$ cat src/rtl/regfile_wb_arbiter_pkg.sv
// Shared widths and constants for the regfile writeback path.
package regfile_wb_arbiter_pkg;
    localparam int RF_ADDR_W = 5;   // RegAddrBus width
    localparam int RF_DATA_W = 32;  // DataBus width
    localparam logic [RF_DATA_W-1:0] ZERO_WORD = '0;
endpackage

$ cat src/rtl/regfile_wb_arbiter_rr_arbiter.sv
// Combinational round-robin arbiter: search starts one past last_grant and wraps.
module rr_arbiter #(
    parameter int N  = 2,
    parameter int IW = (N > 1) ? $clog2(N) : 1
) (
    input  logic [N-1:0]  req,
    input  logic [IW-1:0] last_grant,
    output logic [N-1:0]  grant,
    output logic [IW-1:0] grant_idx
);
    logic [IW-1:0] idx;
    logic          found;

    always_comb begin
        grant     = '0;
        grant_idx = '0;
        found     = 1'b0;
        idx       = '0;
        for (int k = 1; k <= N; k++) begin
            idx = IW'((int'(last_grant) + k) % N);
            if (!found && req[idx]) begin
                found      = 1'b1;
                grant[idx] = 1'b1;
                grant_idx  = idx;
            end
        end
    end
endmodule

$ cat src/rtl/regfile_wb_arbiter.sv
// Round-robin arbiter sharing the regfile write port among NREQ writeback sources.
// Optional busy-register scoreboard enabled by REGFILE_SCOREBOARD_EN.
module regfile_wb_arbiter
    import regfile_wb_arbiter_pkg::*;
#(
    parameter int NREQ   = 2,
    parameter int DATA_W = RF_DATA_W,
    parameter int ADDR_W = RF_ADDR_W
) (
    input  logic                   clk,
    input  logic                   rst,
    input  logic                   rdy,
    input  logic [NREQ-1:0]        req_valid,
    output logic [NREQ-1:0]        req_ready,
    input  logic [NREQ*ADDR_W-1:0] req_addr,
    input  logic [NREQ*DATA_W-1:0] req_data,
    output logic                   we,
    output logic [ADDR_W-1:0]      waddr,
    output logic [DATA_W-1:0]      wdata
`ifdef REGFILE_SCOREBOARD_EN
    ,
    input  logic                   alloc_valid,
    input  logic [ADDR_W-1:0]      alloc_addr,
    input  logic [ADDR_W-1:0]      busy_raddr1,
    input  logic [ADDR_W-1:0]      busy_raddr2,
    output logic                   busy1,
    output logic                   busy2
`endif
);
    localparam int IW = $clog2(NREQ);

    logic [IW-1:0]     last_grant_q, last_grant_d;
    logic              we_q, we_d;
    logic [ADDR_W-1:0] waddr_q, waddr_d;
    logic [DATA_W-1:0] wdata_q, wdata_d;

    logic [NREQ-1:0]   grant;
    logic [IW-1:0]     gidx;
    logic [ADDR_W-1:0] g_addr;
    logic [DATA_W-1:0] g_data;

    rr_arbiter #(.N(NREQ), .IW(IW)) u_rr (
        .req        (req_valid),
        .last_grant (last_grant_q),
        .grant      (grant),
        .grant_idx  (gidx)
    );

    assign g_addr    = req_addr[gidx*ADDR_W +: ADDR_W];
    assign g_data    = req_data[gidx*DATA_W +: DATA_W];
    // ready is forced low during reset so nothing is accepted while the output is being cleared
    assign req_ready = (rst && rdy) ? grant : '0;

    always_comb begin
        last_grant_d = last_grant_q;
        we_d         = we_q;
        waddr_d      = waddr_q;
        wdata_d      = wdata_q;
        if (rdy) begin
            we_d = 1'b0;
            if (|grant) begin
                last_grant_d = gidx;
                we_d         = (g_addr != '0);  // x0 is accepted but never written
                waddr_d      = g_addr;
                wdata_d      = g_data;
            end
        end
    end

    always_ff @(posedge clk or negedge rst) begin
        if (!rst) begin
            last_grant_q <= IW'(NREQ - 1);
            we_q         <= 1'b0;
            waddr_q      <= '0;
            wdata_q      <= DATA_W'(ZERO_WORD);
        end else begin
            last_grant_q <= last_grant_d;
            we_q         <= we_d;
            waddr_q      <= waddr_d;
            wdata_q      <= wdata_d;
        end
    end

    assign we    = we_q;
    assign waddr = waddr_q;
    assign wdata = wdata_q;

`ifdef REGFILE_SCOREBOARD_EN
    localparam int NREG = 1 << ADDR_W;

    logic [NREG-1:0] busy_q, busy_d;

    always_comb begin
        busy_d = busy_q;
        if (rdy) begin
            if (we_q) busy_d[waddr_q] = 1'b0;
            if (alloc_valid && alloc_addr != '0) busy_d[alloc_addr] = 1'b1;
        end
        busy_d[0] = 1'b0;
    end

    always_ff @(posedge clk or negedge rst) begin
        if (!rst) busy_q <= '0;
        else      busy_q <= busy_d;
    end

    assign busy1 = busy_q[busy_raddr1];
    assign busy2 = busy_q[busy_raddr2];
`endif
endmodule

$ cat config.mk
export PLATFORM = sky130hd
export DESIGN_NAME = regfile_wb_arbiter
export DESIGN_NICKNAME = d
export VERILOG_FILES = /design/src/rtl/regfile_wb_arbiter_pkg.sv /design/src/rtl/regfile_wb_arbiter_rr_arbiter.sv /design/src/rtl/regfile_wb_arbiter.sv
export SDC_FILE = /design/constraint.sdc
export NUM_CORES = 1
export LEC_CHECK = 0
export ABC_AREA = 1
export CAP_MARGIN = 15
export CORE_MARGIN = 2
export CORE_UTILIZATION = 30
export DETAILED_ROUTE_END_ITERATION = 6
export GPL_TIMING_DRIVEN = 0
export HOLD_SLACK_MARGIN = 0.12
export PLACE_DENSITY = 0.66
export SLEW_MARGIN = 20
export SYNTH_ARGS = -nofsm -noshare
export SYNTH_HDL_FRONTEND = slang
export SYNTH_SLANG_ARGS = --single-unit
$ cat constraint.sdc
create_clock -name clk -period 1.5 [get_ports clk]
set_input_delay 0.15 -clock clk [delete_from_list [all_inputs] [get_ports clk]]
set_output_delay 0.15 -clock clk [all_outputs]
set_load 0.03 [all_outputs]
==> impl_metrics.csv <==
group,metric,value,unit
sta,worst_slack,-21.1,ps
sta,max_freq,0.657,GHz
drt,drc,0,
critical_path,critPathRequiredTime,1350,ps
sta,finalHoldViolations,0,
logic_synthesis,syn_nets,308,
sta,worst_hold_slack,208,ps
clocking,clockBufferDepth,2,
floorplanning,io_pins,119,
clocking,clock_latency,280,ps
pwr,pwr_density_cell,960,nW/um^2
critical_path,critPathLaunch,"last_grant_q",
placed_design,portBuffers,117,
cells_and_area,area_growth,81.9,%
clocking,clkSinkCount,39,
floorplanning,die_h,83.4,um
critical_path,crit_type,"register to output pin",
clocking,cts_tree,"yes",
critical_path,worstSetupStartpointType,"register",
cells_and_area,final_cell_mix,"clkdlybuf4s50_1, nand2_1, o21ai_1",
global_routing,antenna_found_initial,0,
run_status,run_status,"complete, but fails checks",
cells_and_area,num-fill-cells,562,
drt,routed_wirelength,6.31,mm
placed_design,dp_hpwl,4.27,mm
sta,fin_crit_sh,1.01,
critical_path,cp-end-kind,"output pin",
critical_path,rr_worst_depth,7,
clocking,clkSlewWorstSetupHoldPaths,70,ps
sta,setup_violations,1,
job,cap_violations,0,
logic_synthesis,syn-mean-instance-area,8.25,sq um
min_path,hp-start,"req_valid[1]",
cells_and_area,n_antenna_cell,0,
critical_path,r2r-end,"wdata[6]",
placed_design,dp.cells,422,
clocking,htreeDepth,2,
cells_and_area,layout_commonest_cell,"clkdlybuf4s50_1",
logic_synthesis,synthesis.area,1890,sq um
clocking,numCtsBuffers,5,
drt,detail_route.iter0.violations,86,
sta,max_slew_margin,0.606,
sta,slew_violations,0,
logic_synthesis,ys_ff_latch,39,
pwr,ir_drop,0.488,mV
global_routing,grt_pass1_wl,10.4,mm
drt,drt-wirelength-per-cell,14.3,um
floorplanning,die_w,83.4,um
global_routing,grt_usage,0.186,
cells_and_area,fin_cells,440,
sta,period_needed,1520,ps
floorplanning,coreArea,5990,sq um
global_routing,first_global_vias,2082,
drt,via_per_inst,4.62,
sta,skew,5.61,ps
run_status,failed_checks,"negative setup slack",
critical_path,worstPathArrival,1370,ps
pwr,p_leak,0.00174,uW
logic_synthesis,ys_warn_count,0,
global_routing,overflow,0,
floorplanning,die_area,6950,sq um
drt,via_count,2034,
sta,rsz0062_at_grt,"yes",
clocking,cts_root_buf,"clkbuf_8",
placed_design,finalWeightedCongestion,0.768,
sta,setup_tns,-21.1,ps
logic_synthesis,synthCells,229,
drt,ant_nets,0,
critical_path,crit_fanout,2,
critical_path,critPathCapture,"req_ready[0]",
sta,max_slew.worst_pin.slew,589,ps
logic_synthesis,synthDistinctLibCells,17,
logic_synthesis,seq_area_frac_synth,0.517,
critical_path,regToRegSetupSlack,90,ps
global_routing,grt_max_degree,27,
cells_and_area,nets,443,
floorplanning,num_rows,28,
drt,first_pass_iters,4,
critical_path,r2r-start,"last_grant_q",
min_path,holdCritPathClass,"input port to register",
cells_and_area,layout-drive-gt1-share,0.121,
floorplanning,initial_utilization,0.315,
[worst max-delay path, cell delays in order (launching register included)]
cell      delay (ps)
dfstp_2          560
inv_1             70
a211oi_1         250
buf_4            210
[stage by stage]
stage | total power (uW) | worst slack [ps] | cell area (sq um) | utilization
2_1_floorplan | 1970 | 47.9 | 1890 | -
3_3_place_gp | 2600 | -1860 | 3150 | 0.527
3_5_place_dp | 2620 | -678 | 3170 | 0.529
4_1_cts | 3340 | -59.4 | 3310 | 0.553
5_1_grt | 3500 | -106 | 3440 | 0.574
6_report | 3300 | -21.1 | 3440 | 0.574
[flip-flops by register name (all words and copies together) (netlist names)]
signal and flops:
last_grant_q 1, wdata 32, waddr 5, we 1
[logic make-up after synthesis]
kind of cell	synth area share
buf+inv	0.0795
simple gates	0.211
flops	0.517
compound gates	0.192
[cells in the mapped netlist]
library cell / number / area share
o21ai_1: 42 / 0.11
nand2_1: 46 / 0.091
nor2_1: 39 / 0.077
buf_6: 5 / 0.030
nand3_1: 5 / 0.013
nand2_2: 4 / 0.013
buf_2: 3 / 0.0079
nand2_4: 2 / 0.012
dfrtp_1: 38 / 0.50
inv_1: 5 / 0.0099
a211oi_1: 1 / 0.0040
inv_2: 2 / 0.0040
dfstp_2: 1 / 0.014
a31oi_1: 4 / 0.013
o21ai_0: 24 / 0.064
nand3b_1: 1 / 0.0040
buf_4: 7 / 0.028
[timing repair]
item | CTS | global route
hold buffers | 3 | 0
endpoints found under the setup margin | 2 | 30
buffers inserted | 2 | 5
gates resized for setup | 16 | 34
pin swaps | 1 | 1
endpoints found under the hold margin | 38 | 0
[power breakdown]
part           switching, uW  internal, uW
logic                    701           615
registers               81.6          1220
clock network            357           327
[worst min path at each step]
| stage | to | slack, ps | cells after the start |
|---|---|---|---|
| floorplan | waddr[0] | -150 | 0 |
| global placement | waddr[0] | 470 | 2 |
| detailed placement | wdata[18] | 80 | 1 |
| CTS | waddr[2] | 190 | 3 |
| global route | waddr[4] | 220 | 3 |
| finish | waddr[2] | 210 | 3 |
[final cells by class]
type / count / area (sq um) / share of cell area
Inverter: 7 / 28.8 / 0.00838
Clock buffer: 7 / 76.3 / 0.0222
Timing Repair Buffer: 128 / 1350 / 0.392
Buffer: 15 / 130 / 0.0379
Multi-Input combinational cell: 168 / 777 / 0.226
Sequential cell: 39 / 977 / 0.284
Tap cell: 75 / 93.8 / 0.0273
Clock inverter: 1 / 5.00 / 0.00146
[per-layer routing]
layer  GRT usage  vias up  part of all wire
met4      0.0358        0            0.0063
met3      0.0487        5             0.062
met1       0.260      935              0.48
met5           0        -                 0
li1            -     1021                 -
met2       0.291       73              0.45
No activity file was read; power rests on OpenSTA's default activity.
